$ cat config.mk
export PLATFORM = sky130hd
export DESIGN_NAME = sat_accum_seq_flat
export DESIGN_NICKNAME = d
export VERILOG_FILES = /design/src/rtl/sat_accum_seq_if.sv /design/src/rtl/sat_accum_seq.sv /design/src/flat_wrapper.sv
export SDC_FILE = /design/constraint.sdc
export NUM_CORES = 1
export LEC_CHECK = 0
export CAP_MARGIN = 5
export CORE_ASPECT_RATIO = 1.4
export CORE_MARGIN = 8
export CORE_UTILIZATION = 45
export CTS_CLUSTER_SIZE = 8
export DETAILED_ROUTE_END_ITERATION = 6
export PLACE_DENSITY_LB_ADDON = 0.25
export SLEW_MARGIN = 20
export SYNTH_ARGS = -nofsm -noshare
export SYNTH_HDL_FRONTEND = slang
export SYNTH_SLANG_ARGS = --single-unit
$ cat constraint.sdc
create_clock -name clk -period 2.3 [get_ports clk]
set_clock_uncertainty 0.2 [all_clocks]
set_input_delay 0.23 -clock clk [delete_from_list [all_inputs] [get_ports clk]]
set_output_delay 0.23 -clock clk [all_outputs]
set_load 0.05 [all_outputs]
$ cat src/rtl/sat_accum_seq_if.sv
// Handshake/bus bundle for the saturating burst accumulator.
// The master side issues bursts and operands; the slave side is the accumulator.
interface sat_accum_seq_if #(
    parameter int LEN_W  = 4,
    parameter int DATA_W = 16
);
    logic              start;
    logic [LEN_W-1:0]  len;
    logic              in_valid;
    logic [DATA_W-1:0] in_data;
    logic              in_ready;
    logic              busy;
    logic              done;
    logic [DATA_W-1:0] result;
    logic              sat_flag;

    modport master (
        output start, len, in_valid, in_data,
        input  in_ready, busy, done, result, sat_flag
    );

    modport slave (
        input  start, len, in_valid, in_data,
        output in_ready, busy, done, result, sat_flag
    );
endinterface

$ cat src/rtl/sat_accum_seq.sv
// Signed saturating burst accumulator: sums len two's-complement operands from a
// valid/ready stream into one clamped result, one accepted beat per cycle.
module sat_accum_seq #(
    parameter int LEN_W  = 4,
    parameter int DATA_W = 16
) (
    input  logic           clk,
    input  logic           rst,
    sat_accum_seq_if.slave bus
);
    typedef enum logic [1:0] {IDLE, ACCUM, DONE} state_t;

    state_t            state;
    state_t            state_next;
    logic [DATA_W-1:0] acc;
    logic [LEN_W-1:0]  remaining;
    logic              sat;
    logic              in_ready;
    logic              beat;
    logic [DATA_W-1:0] sum_raw;
    logic [DATA_W-1:0] sum_sat;
    logic              pos_ovf;
    logic              neg_ovf;

    // NOTE: registers use non-blocking assignments so each one samples pre-edge values.
    always_ff @(posedge clk) begin
        if (rst) begin
            state <= IDLE;
        end else begin
            state <= state_next;
        end
    end

    // NOTE: every always_comb output is defaulted first; an uncovered branch would infer a latch.
    always_comb begin
        state_next = state;
        in_ready   = 1'b0;
        case (state)
            IDLE: begin
                if (bus.start) begin
                    state_next = (bus.len == '0) ? DONE : ACCUM;
                end
            end
            ACCUM: begin
                in_ready = 1'b1;
                if (bus.in_valid && remaining == LEN_W'(1)) begin
                    state_next = DONE;
                end
            end
            DONE: begin
                state_next = IDLE;
            end
            default: begin
                state_next = IDLE;
            end
        endcase
    end

    assign beat = in_ready & bus.in_valid;

    // Same clamp rule as the downstream adder with saturation on and carry-in 0.
    assign sum_raw = acc + bus.in_data;
    assign pos_ovf = ~acc[DATA_W-1] & ~bus.in_data[DATA_W-1] &  sum_raw[DATA_W-1];
    assign neg_ovf =  acc[DATA_W-1] &  bus.in_data[DATA_W-1] & ~sum_raw[DATA_W-1];
    assign sum_sat = pos_ovf ? {1'b0, {(DATA_W-1){1'b1}}} :
                     neg_ovf ? {1'b1, {(DATA_W-1){1'b0}}} :
                               sum_raw;

    always_ff @(posedge clk) begin
        if (rst) begin
            acc       <= '0;
            remaining <= '0;
            sat       <= 1'b0;
        end else if (state == IDLE && bus.start) begin
            acc       <= '0;
            remaining <= bus.len;
            sat       <= 1'b0;
        end else if (beat) begin
            acc       <= sum_sat;
            remaining <= remaining - LEN_W'(1);
            if (pos_ovf || neg_ovf) begin
                sat <= 1'b1;
            end
        end
    end

    assign bus.in_ready = in_ready;
    assign bus.busy     = (state != IDLE);
    assign bus.done     = (state == DONE);
    assign bus.result   = acc;
    assign bus.sat_flag = sat;
endmodule

$ cat src/flat_wrapper.sv
// flat-port wrapper written by rule: the top's interface ports become plain ports
module sat_accum_seq_flat 
#(
    parameter int LEN_W  = 4,
    parameter int DATA_W = 16
)
  (clk, rst, bus_start, bus_len, bus_in_valid, bus_in_data, bus_in_ready, bus_busy, bus_done, bus_result, bus_sat_flag);
  sat_accum_seq_if #(.LEN_W(LEN_W), .DATA_W(DATA_W)) bus_i ();
  input  logic clk;
  input  logic rst;
  input wire logic [$bits(bus_i.start)-1:0] bus_start;
  input wire logic [$bits(bus_i.len)-1:0] bus_len;
  input wire logic [$bits(bus_i.in_valid)-1:0] bus_in_valid;
  input wire logic [$bits(bus_i.in_data)-1:0] bus_in_data;
  output wire logic [$bits(bus_i.in_ready)-1:0] bus_in_ready;
  output wire logic [$bits(bus_i.busy)-1:0] bus_busy;
  output wire logic [$bits(bus_i.done)-1:0] bus_done;
  output wire logic [$bits(bus_i.result)-1:0] bus_result;
  output wire logic [$bits(bus_i.sat_flag)-1:0] bus_sat_flag;
  assign bus_i.start = bus_start;
  assign bus_i.len = bus_len;
  assign bus_i.in_valid = bus_in_valid;
  assign bus_i.in_data = bus_in_data;
  assign bus_in_ready = bus_i.in_ready;
  assign bus_busy = bus_i.busy;
  assign bus_done = bus_i.done;
  assign bus_result = bus_i.result;
  assign bus_sat_flag = bus_i.sat_flag;
  sat_accum_seq #(.LEN_W(LEN_W), .DATA_W(DATA_W)) u_core (.clk(clk), .rst(rst), .bus(bus_i));
endmodule
---- Yosys cells after proc, flatten, opt, wreduce, memory -nomap -nowiden ----
Cells that the tools add are included.
W data, S select, Z words.
word-level totals
  register bits ........................... 23
  input bits .............................. 24
  output and inout bits ................... 20
  word-level logic and storage cells ...... 38
operators by class
  add/subtract/negate cells ............... 2
  eq/ne operators ......................... 5
  mux-type cells .......................... 9
  bitwise logic cells ..................... 8
  reduce and logical (&&, ||, !) cells .... 10
operator list
  operator               count
  $mux W16               2
  $add A16 B16 Y16       1
  $mux W4                2
  $mux W2                3
  $and A1 B1 Y1          5
  $eq A4 B1 Y1 const B   1
  $logic_not A4 Y1       1
  $pmux W2 S2            1
  $reduce_and A2 Y1      2
  $reduce_bool A2 Y1     2
  $sub A4 B1 Y4 const B  1
  $not A1 Y1             3
  $eq A2 B1 Y1 const B   1
  $eq A2 B2 Y1 const B   1
  $logic_and A1 B1 Y1    2
  $logic_not A2 Y1       1
  $ne A2 B1 Y1 const B   1
  $ne A2 B2 Y1 const B   1
  $reduce_or A2 Y1       1
  $logic_or A1 B1 Y1     1
  $mux W1                1

---- Longest topological paths before layout ----
Gate-level depths: netlist of the first run.
  word-level depth ........................ 5
  gate-level depth with buffers ........... 10
  depth with buffers taken out ............ 10

---- Least setup slack after synthesis of the first run ----
OpenSTA, ideal clock, no wires.
  path type ............................... register to register
  start ................................... register u_core.acc[0], in the netlist u_core.bus.result[0]
  end ..................................... register u_core.acc[12], in the netlist u_core.bus.result[12]
  setup time .............................. 0.067 ns
  arrival time ............................ 2.345 ns
  data required time ...................... 2.033 ns
  slack ................................... -0.311 ns
  cell stages (with the launch flop) ...... 11
  path buffers ............................ 0
  period minus slack after synthesis ...... 2.611 ns
  cells stage by stage .................... dfxtp_1 -> ha_1 -> inv_1 -> fa_1 -> nor2b_1 -> o31ai_1 -> a2bb2oi_1 -> a311oi_1 -> xnor2_1 -> nand2_1 -> a21oi_2
between the ends
  cells in the longest elaborated chain, start to end .. 5
  elaborated cells between the ends (all ways) .. 6
  those cells by class .................... add/sub (1); mux (2); bitwise (3)
RTL lines
  item                      line                 source
  start: declaration        sat_accum_seq.sv:15  logic [DATA_W-1:0] acc;
  start signal: assignment  sat_accum_seq.sv:79  acc <= sum_sat;
  $add A16 B16 Y16 (*)      sat_accum_seq.sv:62  assign sum_raw = acc + bus.in_data;
  $not A1 Y1                sat_accum_seq.sv:64  assign neg_ovf = acc[DATA_W-1] & bus.in_data[DATA_W-1] & ~sum_raw[DATA_W-1];
  $and A1 B1 Y1             sat_accum_seq.sv:64
  $mux W16                  sat_accum_seq.sv:66  neg_ovf ? {1'b1, {(DATA_W-1){1'b0}}} :
  $mux W16 (*)              sat_accum_seq.sv:65  assign sum_sat = pos_ovf ? {1'b0, {(DATA_W-1){1'b1}}} :
Mark *: on every way between the ends. The rest lies on a longest branch, timed or not.
A chain may end at the register's enable or synchronous reset.

---- Final worst setup path of the first run ----
  start ................................... input bus_in_data[5]
  end ..................................... register u_core.acc[13], in the netlist u_core.bus.result[13]
between the ends
  cells in the longest elaborated chain, start to end .. 5
  elaborated cells between the ends (all ways) .. 6
  those cells by class .................... add/sub (1); mux (2); bitwise (3)
RTL lines
  item                  line                 source
  start: declaration    flat_wrapper.sv:14   input wire logic [$bits(bus_i.in_data)-1:0] bus_in_data;
  $add A16 B16 Y16 (*)  sat_accum_seq.sv:62
  $not A1 Y1            sat_accum_seq.sv:64
  $and A1 B1 Y1         sat_accum_seq.sv:64
  $mux W16              sat_accum_seq.sv:66
  $mux W16 (*)          sat_accum_seq.sv:65
Marks and branches as above.

==> load_flow_metrics.sql, run 1 <==
INSERT INTO impl_metrics (metric_group, metric, value, unit) VALUES
('final_layout', 'layout_commonest_cell', 'buf_4', ''),
('final_layout', 'insertedDiodeCount', '0', ''),
('die', 'placeableCoreArea', '3919', 'µm²'),
('routing', 'top_layer_used', 'met4', ''),
('sta', 'setup_viol', '13', ''),
('yosys', 'synth_enable_flop_cells', '0', ''),
('cts', 'clk_transition_reported_paths', '0.09', 'ns'),
('final_layout', 'regArea', '491.7', 'µm²'),
('routing', 'wl_per_cell', '15.66', 'µm'),
('final_layout', 'flow.area_growth_from_synthesis', '61.39', '%'),
('critical_path', 'r2r_end', 'u_core.bus.result[13]', ''),
('status', 'outcome', 'finished with violations', ''),
('sta', 'min_period_over_period', '102.6', '%'),
('power_and_ir_drop', 'p_total', '0.001278', 'W'),
('placed_design', 'portBuffers', '43', ''),
('routing', 'drc', '0', ''),
('cts', 'cts-hold-fix-buffers', '0', ''),
('critical_path', 'rrSetupSlack', '-0.04', 'ns'),
('status', 'violations', 'setup timing', ''),
('final_layout', 'finish.instance_area', '2960', 'µm²'),
('yosys', 'synth_ff_type', 'dfxtp_1', ''),
('yosys', 'ys_top_cells_by_area', 'dfxtp_1 25%, ha_1 13%, a21oi_2 6.2%, a21oi_1 5.2%, o21ai_0 5.2%', ''),
('routing', 'routed_wl', '5498', 'µm'),
('power_and_ir_drop', 'pwr-share-comb', '44.2', '%'),
('sta', 'final-hold-violation-count', '0', ''),
('hold_path', 'hold_depth', '4', ''),
('yosys', 'synth_fp_nets', '264', ''),
('die', 'floorplan.rows', '27', ''),
('final_layout', 'nets', '353', ''),
('placed_design', 'routabilityCongestion', '0.8319', ''),
('global_routing', 'grt_start_max_net_pins', '19', ''),
('cts', 'max-clock-path-buffers', '2', ''),
('critical_path', 'cp-end-kind', 'flop', ''),
('placed_design', 'placedInstanceArea', '2634', 'µm²'),
('power_and_ir_drop', 'power_leakage', '1.236', 'nW'),
('yosys', 'post-synth-top-area-cell', 'dfxtp_1', ''),
('placed_design', 'dp_slack', '-0.3508', 'ns'),
('cts', 'numCtsBuffers', '3', ''),
('sta', 'tightest_slew', '1.032', 'ns'),
('critical_path', 'timing.reg2reg.worst_path_depth', '8', ''),
('final_layout', 'multiInputGateArea', '1498', 'µm²'),
('sta', 'grt_setup_unrepaired', 'true', ''),
('power_and_ir_drop', 'power.sequential.fraction', '35.0', '%'),
('critical_path', 'worst_path_arrival_time', '2.32', 'ns'),
('yosys', 'total_of_warnings_raised_by_yosys', '0', ''),
('power_and_ir_drop', 'share_clk_of_total_power', '20.8', '%'),
('yosys', 'yosysUniqueCellTypes', '55', ''),
('hold_path', 'worstHoldEndpoint', 'u_core.bus.result[0]', ''),
('global_routing', 'grt_antenna_before_repair', '0', ''),
('yosys', 'proportion_of_synthesized_chip_area_in_sequential_cells', '25.10', '%'),
('die', 'die_width', '69.96', 'µm'),
('cts', 'clock_insertion_delay_worst_skew', '0.27', 'ns'),
('routing', 'drt_first_pass_iters', '4', ''),
('hold_path', 'worst_hold_path_class', 'in -> reg', ''),
('critical_path', 'cp-start-kind', 'input pin', ''),
('die', 'initial_core_util', '46.81', '%'),
('critical_path', 'r2r-start', 'u_core.bus.result[5]', ''),
('global_routing', 'grt.overflow.total', '0', ''),
('yosys', 'synth_area_per_cell', '8.338', 'µm²'),
('critical_path', 'critPathRequiredTime', '2.26', 'ns'),
('placed_design', 'dp_hpwl', '3957', 'µm'),
('sta', 'fmax', '0.4236', 'GHz'),
('sta', 'max-slew-margin-rel', '30.95', '%'),
('sta', 'fin_ws', '-0.06052', 'ns'),
('global_routing', 'grt_pass1_vias', '1934', ''),
('cts', 'tritoncts_sinks', '23', ''),
('job', 'maxCapViolations', '0', ''),
('yosys', 'syn-instance-count', '220', ''),
('power_and_ir_drop', 'ir_drop', '0.0003582', 'V'),
('die', 'die_area', '6404', 'µm²'),
('final_layout', 'fillers', '276', '');
synth_stat cells (all sizes together), types with 2 or more instances:
master / n
o21ai: 25
a21oi: 33
a221oi: 2
nand3: 4
nor2b: 4
xor2: 3
nor2: 14
ha: 19
a21boi: 2
nand2b: 3
nand2: 22
dfxtp: 23
or3: 2
o211ai: 3
o31ai: 2
a21o: 2
a31oi: 2
o21a: 6
buf: 5
nor4: 2
xnor2: 10
nor3: 2
inv: 11
critical path, stage by stage:
cell and delay, ns:
clkdlybuf4s50_1 0.46, ha_2 0.27, o21a_2 0.21, o21a_4 0.23
o21ai_4 0.08, o21ai_4 0.12, xor2_2 0.22, a21oi_4 0.25
clkbuf_16 0.20, a21oi_2 0.05
layout make-up:
cell class	instances	share of cell area [%]
Tap cell	43	1.817
Inverter	11	1.395
Clock inverter	1	0.1691
Clock buffer	3	1.395
Timing Repair Buffer	90	28.02
Sequential cell	23	16.61
Multi-Input combinational cell	180	50.59
sequential cells by signal, indices dropped and copies added, names as in the netlist:
register,flops
u_core.remaining,4
u_core.bus.sat_flag,1
u_core.state,2
u_core.bus.result,16
power groups by stage:
stage	Sequential (W)	Clock [W]	Combinational, W
after floorplan	0.000498	0	0.000270
after global placement	0.000452	0	0.000499
after detailed placement	0.000453	0	0.000504
after CTS	0.000444	0.000266	0.000513
after global routing	0.000452	0.000284	0.000611
final	0.000447	0.000266	0.000565
through the flow:
stage,cells,TNS [ns],hold WS [ns]
final,351,-0.5055,0.1843
after global routing,351,-1.656,0.2377
after global placement,340,-3.480,0.2639
after CTS,345,0,0.2963
after floorplan,220,0,0.09907
after detailed placement,340,-4.292,0.2826
how the worst max path moves through the flow:
stage,from,end,slack [ns],cells after the start
floorplan,u_core.bus.result[7],u_core.bus.result[12],0.01,7
global placement,bus_in_data[7],u_core.bus.result[12],-0.37,9
CTS,bus_in_data[1],u_core.bus.result[14],0.006,10
finish,bus_in_data[5],u_core.bus.result[13],-0.06,10
detailed placement,bus_in_data[7],u_core.bus.result[12],-0.35,9
global route,u_core.bus.result[2],u_core.bus.result[13],-0.12,9
metal layers:
metal / track usage [%] / vias up
met2: 29.56 / 51
met4: 5.378 / 0
met1: 16.59 / 933
met3: 3.377 / 14
met5: 0 / -
li1: - / 971
repair_timing:
item                       in CTS  in global routing
pin swaps                       2                 14
setup endpoints to repair       5                 17
gates cloned                    1                  1
gates resized for setup         6                 28
buffers inserted                0                  5
logic make-up after synthesis:
group,count (synthesis),share of synthesized area (%)
compound gates,85,31.92
buf+inv,18,5.457
mux,1,0.8183
simple gates,60,16.03
xor+xnor,13,6.617
flops,23,25.10
fa+ha+maj,20,14.05
Power figures use the tool's default switching activity.
==> run 2: changes to the inputs <==
CORE_MARGIN = default   (was 8)
CORE_UTILIZATION = 50   (was 45)
SLEW_MARGIN = 15   (was 20)
clock period = 2.5 ns   (was 2.3 ns; I/O delays follow)
==> load_flow_metrics.sql, run 2 (synthesis gave the netlist of run 1 again) <==
INSERT INTO impl_metrics (metric_group, metric, value, unit) VALUES
('die', 'placeableCoreArea', '3441', 'µm²'),
('final_layout', 'drive_gt1_share', '26.42', '%'),
('critical_path', 'critical_path.max_fanout', '8', ''),
('cts', 'max-clock-path-buffers', '2', ''),
('cts', 'ctsRootBufferMaster', 'clkbuf_8', ''),
('routing', 'ant_nets', '0', ''),
('sta', 'slew_viol_final', '0', ''),
('global_routing', 'grt.overflow.total', '0', ''),
('final_layout', 'largest_register_ff_count', '16', ''),
('final_layout', 'nets', '344', ''),
('cts', 'tritoncts_sinks', '23', ''),
('placed_design', 'dp_hpwl', '3521', 'µm'),
('final_layout', 'insertedDiodeCount', '0', ''),
('sta', 'fmax', '0.4128', 'GHz'),
('cts', 'clock_tree_from_tritoncts', 'done', ''),
('placed_design', 'routabilityCongestion', '0.8761', ''),
('routing', 'wl_per_cell', '14.65', 'µm'),
('critical_path', 'worst_path_arrival_time', '2.38', 'ns'),
('global_routing', 'globalRouteMet3Util', '2.692', '%'),
('cts', 'cts_max_level', '1', ''),
('power_and_ir_drop', 'p_switching', '0.0004076', 'W'),
('cts', 'clk_transition_reported_paths', '0.09', 'ns'),
('final_layout', 'layout_commonest_cell', 'clkdlybuf4s50_1', ''),
('sta', 'max-slew-margin-rel', '26.39', '%'),
('power_and_ir_drop', 'pwr-share-comb', '41.8', '%'),
('sta', 'final-hold-violation-count', '0', ''),
('power_and_ir_drop', 'share_clk_of_total_power', '21.8', '%'),
('global_routing', 'grt.met2_usage', '45.57', '%'),
('placed_design', 'dpl.cell_count', '333', ''),
('die', 'initial_core_util', '53.31', '%'),
('sta', 'fin_ws', '0.07755', 'ns'),
('critical_path', 'critPathRequiredTime', '2.46', 'ns'),
('global_routing', 'grt.busiest_layer', 'met2', ''),
('global_routing', 'grt_pass1_vias', '1799', ''),
('critical_path', 'cp-start-kind', 'input pin', ''),
('final_layout', 'flow.area_growth_from_synthesis', '44.27', '%'),
('hold_path', 'worst_hold_path_class', 'reg -> reg', ''),
('power_and_ir_drop', 'power_leakage', '1.121', 'nW'),
('cts', 'numCtsBuffers', '3', ''),
('job', 'maxCapViolations', '0', ''),
('placed_design', 'placedInstanceArea', '2540', 'µm²'),
('sta', 'min_period_over_period', '96.90', '%'),
('global_routing', 'first_pass_grt_wire_length', '7396', 'µm'),
('placed_design', 'portBuffers', '43', ''),
('die', 'die_area', '3918', 'µm²'),
('critical_path', 'library_cell_contributing_the_largest_single_delay_on_the_critical_path', 'clkdlybuf4s50_1', ''),
('critical_path', 'cp_slowest_stage_delay', '0.46', 'ns'),
('final_layout', 'layoutNonFillerInstCount', '339', ''),
('routing', 'routed_wl', '4965', 'µm'),
('global_routing', 'groute.usage.overall', '24.94', '%'),
('critical_path', 'cp_common_cell', 'o21ai_2', ''),
('final_layout', 'fillers', '264', ''),
('global_routing', 'grt.met1_usage', '28.41', '%'),
('placed_design', 'dp_slack', '-0.2446', 'ns'),
('global_routing', 'grt_antenna_before_repair', '0', ''),
('power_and_ir_drop', 'ir_drop', '0.0003765', 'V'),
('final_layout', 'finish.instance_area', '2646', 'µm²'),
('critical_path', 'crit_path_cell_trace', 'clkdlybuf4s50_1 -> ha_1 -> o211ai_1 -> o21ai_2 -> o21ai_2 -> o21ai_4 -> mux2_4 -> o311ai_0 -> a21oi_2', ''),
('sta', 'setup-tns-final', '0', 'ns'),
('power_and_ir_drop', 'switching_share', '36.22', '%'),
('power_and_ir_drop', 'power.sequential.fraction', '36.5', '%'),
('final_layout', 'mostFrequentLayoutCells', '43 x clkdlybuf4s50_1, 37 x buf_4, 22 x nand2_1', ''),
('routing', 'route.vias.total', '1949', ''),
('power_and_ir_drop', 'powerDensity', '425.3', 'nW/µm²'),
('sta', 'tightest_slew', '1.100', 'ns'),
('power_and_ir_drop', 'internal_power', '0.0007178', 'W'),
('die', 'die-height', '73.67', 'µm'),
('sta', 'final_period_minus_worst_setup_slack', '2.422', 'ns'),
('routing', 'viasPerCell', '5.749', ''),
('routing', 'drc', '0', ''),
('routing', 'drtIter0Drc', '52', ''),
('die', 'pin_count', '44', ''),
('critical_path', 'cp-end-kind', 'flop', ''),
('die', 'die_width', '53.19', 'µm'),
('die', 'floorplan.rows', '25', ''),
('critical_path', 'crit_type', 'in -> reg', ''),
('status', 'outcome', 'complete, no violations', ''),
('sta', 'setup_viol', '0', ''),
('cts', 'clock_insertion_delay_worst_skew', '0.27', 'ns'),
('routing', 'drt_first_pass_iters', '4', ''),
('global_routing', 'grt_start_max_net_pins', '19', '');
-- run 2: changes by cell type in the layout (fill, tap and decap cells not counted), sizes merged --
cell	delta
clkbuf	-1
buf	-8
clkdlybuf4s50	+5
dlymetal6s2s	-5
-- run 2: final cells by class --
cell class | instances | area, µm² | area share [%]
inverters | 11 | 41.29 | 1.560
repair buffers | 81 | 719.4 | 27.19
clock buffers | 3 | 41.29 | 1.560
flip-flops and latches | 23 | 466.7 | 17.64
well taps | 40 | 50.05 | 1.891
clock inverters | 1 | 5.005 | 0.1891
multi-input cells | 180 | 1323 | 49.98
-- run 2: per-layer routing --
layer | routed length [µm] | up-vias
li1 | - | 955
met1 | 2053 | 929
met2 | 2624 | 59
met3 | 222 | 6
met4 | 64 | 0
met5 | 0 | -
-- run 2: final timing paths --
check | cells past startpoint | slack, ns | endpoint | start
setup / recovery | 9 | 0.08 | u_core.bus.result[9] | bus_in_data[2]
hold / removal | 2 | 0.28 | u_core.bus.result[0] | u_core.bus.result[0]
setup reg to reg | 10 | 0.14 | u_core.bus.result[14] | u_core.bus.result[0]
hold reg to reg | 2 | 0.28 | u_core.bus.result[0] | u_core.bus.result[0]
-- run 2: through the flow --
step	total power [W]	utilization [%]	hold WS, ns
after floorplan	0.0007033	-	0.1191
final	0.001125	76.91	0.2780
after global routing	0.001180	76.91	0.3010
after CTS	0.001116	75.31	0.2790
after global placement	0.0008636	73.82	0.2605
after detailed placement	0.0008712	73.82	0.2652
-- run 2: power groups by stage --
stage               Sequential [W]  Clock (W)  Combinational (W)
finish                    0.000410   0.000245           0.000470
global route              0.000414   0.000262           0.000504
CTS                       0.000410   0.000250           0.000456
detailed placement        0.000419          0           0.000452
global placement          0.000418          0           0.000446
floorplan                 0.000460          0           0.000244
-- run 2: critical path: cells and delay by family --
kind	cells	cell delay, ns
buf+inv	1	0.46
mux	1	0.38
compound gates	6	0.99
fa+ha+maj	1	0.28
-- run 2: repair_timing --
action,in CTS,in global routing
pin swaps,0,2
gates resized for setup,1,8
setup buffers,0,1
setup endpoints to repair,1,7
hold buffers,0,0
cloned,0,1
==> run 3: changes to the inputs <==
ABC_AREA = 1   (was default)
CORE_UTILIZATION = 51   (was 50)
==> load_flow_metrics.sql, run 3 <==
INSERT INTO impl_metrics (metric_group, metric, value, unit) VALUES
('status', 'outcome', 'complete, no violations', ''),
('cts', 'cts_setup_buffers', '0', ''),
('routing', 'wl_per_cell', '12.52', 'µm'),
('yosys', 'synth_enable_flop_cells', '0', ''),
('hold_path', 'hold_path.startpoint', 'u_core.bus.sat_flag', ''),
('placed_design', 'portBuffers', '43', ''),
('power_and_ir_drop', 'internal_power', '0.0006979', 'W'),
('hold_path', 'worstHoldEndpoint', 'u_core.bus.sat_flag', ''),
('global_routing', 'grt_antenna_before_repair', '0', ''),
('critical_path', 'cp-start-kind', 'input pin', ''),
('final_layout', 'layout_commonest_cell', 'nand2_1', ''),
('sta', 'tightest_slew', '0.9352', 'ns'),
('final_layout', 'multiInputGateArea', '1315', 'µm²'),
('power_and_ir_drop', 'power.sequential.fraction', '37.0', '%'),
('power_and_ir_drop', 'p_total', '0.001106', 'W'),
('yosys', 'postSynthRegisterBits', '23', ''),
('yosys', 'dominant_cell_by_count_in_the_synthesized_netlist', 'nand2_1', ''),
('power_and_ir_drop', 'ir_drop', '0.0003168', 'V'),
('cts', 'cts-hold-fix-buffers', '0', ''),
('yosys', 'synth.cells.most_frequent', '62 x nand2_1, 33 x inv_1, 23 x dfxtp_1', ''),
('cts', 'numCtsBuffers', '3', ''),
('final_layout', 'fillers', '312', ''),
('global_routing', 'grt_start_max_net_pins', '16', ''),
('yosys', 'synth_ff_type', 'dfxtp_1', ''),
('final_layout', 'regArea', '460.4', 'µm²'),
('die', 'die-height', '75.41', 'µm'),
('die', 'initial_core_util', '53.40', '%'),
('critical_path', 'r2r-start', 'u_core.bus.result[0]', ''),
('cts', 'tritoncts_sinks', '23', ''),
('power_and_ir_drop', 'power_leakage', '1.267', 'nW'),
('yosys', 'post-synth-top-area-cell', 'dfxtp_1', ''),
('cts', 'post_cts_resize_count', '0', ''),
('placed_design', 'dp_slack', '-0.02371', 'ns'),
('yosys', 'proportion_of_synthesized_chip_area_in_sequential_cells', '23.45', '%'),
('sta', 'final_period_minus_worst_setup_slack', '2.255', 'ns'),
('power_and_ir_drop', 'switching_share', '36.90', '%'),
('sta', 'setup_viol', '0', ''),
('routing', 'drtIter0Drc', '35', ''),
('cts', 'clock_tree_from_tritoncts', 'done', ''),
('cts', 'cts_max_level', '1', ''),
('sta', 'max-slew-margin-rel', '37.42', '%'),
('sta', 'fmax', '0.4435', 'GHz'),
('placed_design', 'routabilityCongestion', '0.8759', ''),
('placed_design', 'dpl.cell_count', '377', ''),
('sta', 'final-hold-violation-count', '0', ''),
('sta', 'setup-tns-final', '0', 'ns'),
('die', 'die_width', '54.44', 'µm'),
('yosys', 'ys_top_cells_by_area', 'dfxtp_1 23%, ha_1 12%, nand2_1 12%, inv_1 6.3%, a21oi_2 6.2%', ''),
('critical_path', 'rrSetupSlack', '0.30', 'ns'),
('die', 'pin_count', '44', ''),
('sta', 'fin_worst_hold_slack', '0.2538', 'ns'),
('die', 'placeableCoreArea', '3676', 'µm²'),
('routing', 'routed_wl', '4771', 'µm'),
('final_layout', 'flow.area_growth_from_synthesis', '33.46', '%'),
('global_routing', 'grt_pass1_vias', '1898', ''),
('placed_design', 'dp_hpwl', '3813', 'µm'),
('critical_path', 'r2r_end', 'u_core.bus.result[14]', ''),
('routing', 'viasPerCell', '5.205', ''),
('yosys', 'synth_top_area_share', '23.45', '%'),
('hold_path', 'worst_hold_path_class', 'reg -> reg', ''),
('sta', 'grt_setup_unrepaired', 'false', ''),
('die', 'die_area', '4105', 'µm²'),
('die', 'floorplan.rows', '26', ''),
('yosys', 'synth_area_per_cell', '7.062', 'µm²'),
('global_routing', 'grt.overflow.total', '0', ''),
('global_routing', 'groute.usage.overall', '25.98', '%'),
('final_layout', 'layoutNonFillerInstCount', '381', ''),
('critical_path', 'timing.reg2reg.worst_path_depth', '13', ''),
('sta', 'min_period_over_period', '90.19', '%'),
('sta', 'slew_viol_final', '0', ''),
('cts', 'max-clock-path-buffers', '2', ''),
('critical_path', 'worst_path_arrival_time', '2.25', 'ns'),
('final_layout', 'drive_gt1_share', '19.76', '%'),
('routing', 'drc', '0', ''),
('power_and_ir_drop', 'pwr-share-comb', '41.6', '%'),
('yosys', 'netlist_area', '1963', 'µm²'),
('power_and_ir_drop', 'p_switching', '0.0004082', 'W'),
('critical_path', 'critical_path.max_fanout', '4', ''),
('power_and_ir_drop', 'powerDensity', '422.2', 'nW/µm²'),
('critical_path', 'crit_type', 'in -> reg', ''),
('yosys', 'total_of_warnings_raised_by_yosys', '0', ''),
('power_and_ir_drop', 'share_clk_of_total_power', '21.4', '%'),
('final_layout', 'nets', '384', ''),
('routing', 'ant_nets', '0', ''),
('cts', 'ctsRootBufferMaster', 'clkbuf_8', ''),
('yosys', 'yosysUniqueCellTypes', '36', ''),
('final_layout', 'insertedDiodeCount', '0', ''),
('final_layout', 'largest_register_ff_count', '16', ''),
('cts', 'clock_insertion_delay_worst_skew', '0.27', 'ns'),
('routing', 'route.vias.total', '1983', ''),
('yosys', 'async_flop_share', '0', '%'),
('hold_path', 'hold_depth', '2', ''),
('global_routing', 'first_pass_grt_wire_length', '7907', 'µm'),
('yosys', 'syn-instance-count', '278', ''),
('sta', 'fin_ws', '0.2452', 'ns'),
('critical_path', 'critPathRequiredTime', '2.50', 'ns'),
('final_layout', 'mostFrequentLayoutCells', '62 x nand2_1, 43 x clkdlybuf4s50_1, 33 x inv_1, 23 x dfxtp_1', ''),
('job', 'maxCapViolations', '0', ''),
('yosys', 'synth_fp_nets', '322', ''),
('routing', 'drt_first_pass_iters', '4', ''),
('critical_path', 'cp-end-kind', 'flop', ''),
('cts', 'clk_transition_reported_paths', '0.09', 'ns');
==> run 3: changes by cell type in the layout (fill, tap and decap cells not counted), sizes merged, moves of 3 or more <==
| cell | previous run | this run |
|---|---|---|
| o21ai | 25 | 14 |
| buf | 38 | 19 |
| nor2b | 4 | 0 |
| nand2b | 3 | 0 |
| xor2 | 3 | 8 |
| nor2 | 14 | 19 |
| o21a | 6 | 2 |
| nand2 | 22 | 80 |
| nand3 | 4 | 16 |
| xnor2 | 10 | 2 |
| inv | 11 | 39 |
==> run 3: logic make-up (layout without fill, tap and decap cells) <==
group / count (synthesis) / after routing / synth area share [%]
AND/OR/NAND/NOR: 124 / 124 / 30.47
AO/OA/AOI/OAI: 57 / 57 / 18.93
buffers and inverters: 44 / 105 / 9.560
flip-flops: 23 / 23 / 23.45
adder cells (fa/ha/maj): 20 / 20 / 13.13
XOR/XNOR: 10 / 10 / 4.462
==> run 3: layout make-up <==
class / count / area share (%)
timing repair buffer: 62 / 22.83
inverter: 39 / 5.683
multi-input combinational: 211 / 50.19
sequential: 23 / 17.57
tap: 42 / 2.006
clock buffer: 4 / 1.719
==> run 3: how the worst max path moves through the flow <==
| stage | start | to | slack, ns |
|---|---|---|---|
| global route | bus_in_data[0] | u_core.bus.result[14] | 0.07 |
| global placement | bus_in_data[0] | u_core.bus.result[14] | 0.02 |
| detailed placement | bus_in_data[0] | u_core.bus.result[14] | -0.02 |
| finish | bus_in_data[0] | u_core.bus.result[14] | 0.25 |
| floorplan | u_core.bus.result[0] | u_core.bus.result[14] | 0.12 |
| CTS | bus_in_data[0] | u_core.bus.result[14] | 0.25 |
==> run 3: metrics by stage <==
step / util, % / instance area, µm²
6_report: 71.27 / 2620
5_1_grt: 71.27 / 2620
4_1_cts: 71.27 / 2620
3_5_place_dp: 70.05 / 2575
3_3_place_gp: 70.05 / 2575
2_1_floorplan: - / 1963
==> run 3: per-layer routing <==
layer	up-vias	track usage (%)	routed length (µm)
met4	0	9.402	104
met3	10	3.792	201
met1	902	27.17	1917
li1	1021	-	-
met5	-	0	0
met2	50	50.14	2548
==> run 3: worst max-delay path, cell delays in order <==
cell and delay (ns):
clkdlybuf4s50_1 0.46, ha_1 0.15, inv_1 0.05, fa_1 0.35, inv_1 0.09, nand3_1 0.07, nand2_1 0.12, nand2_1 0.06
nand2_1 0.15, nand3_1 0.09, nand2_1 0.10, nor2_1 0.04, nand3b_1 0.16, a21oi_2 0.12
==> run 3: power by group through the flow <==
| stage | clock network, W | registers (W) | logic [W] |
|---|---|---|---|
| global placement | 0 | 0.000416 | 0.000452 |
| global route | 0.000249 | 0.000413 | 0.000506 |
| finish | 0.000237 | 0.000409 | 0.000461 |
| detailed placement | 0 | 0.000417 | 0.000459 |
| floorplan | 0 | 0.000456 | 0.000258 |
| CTS | 0.000236 | 0.000409 | 0.000462 |
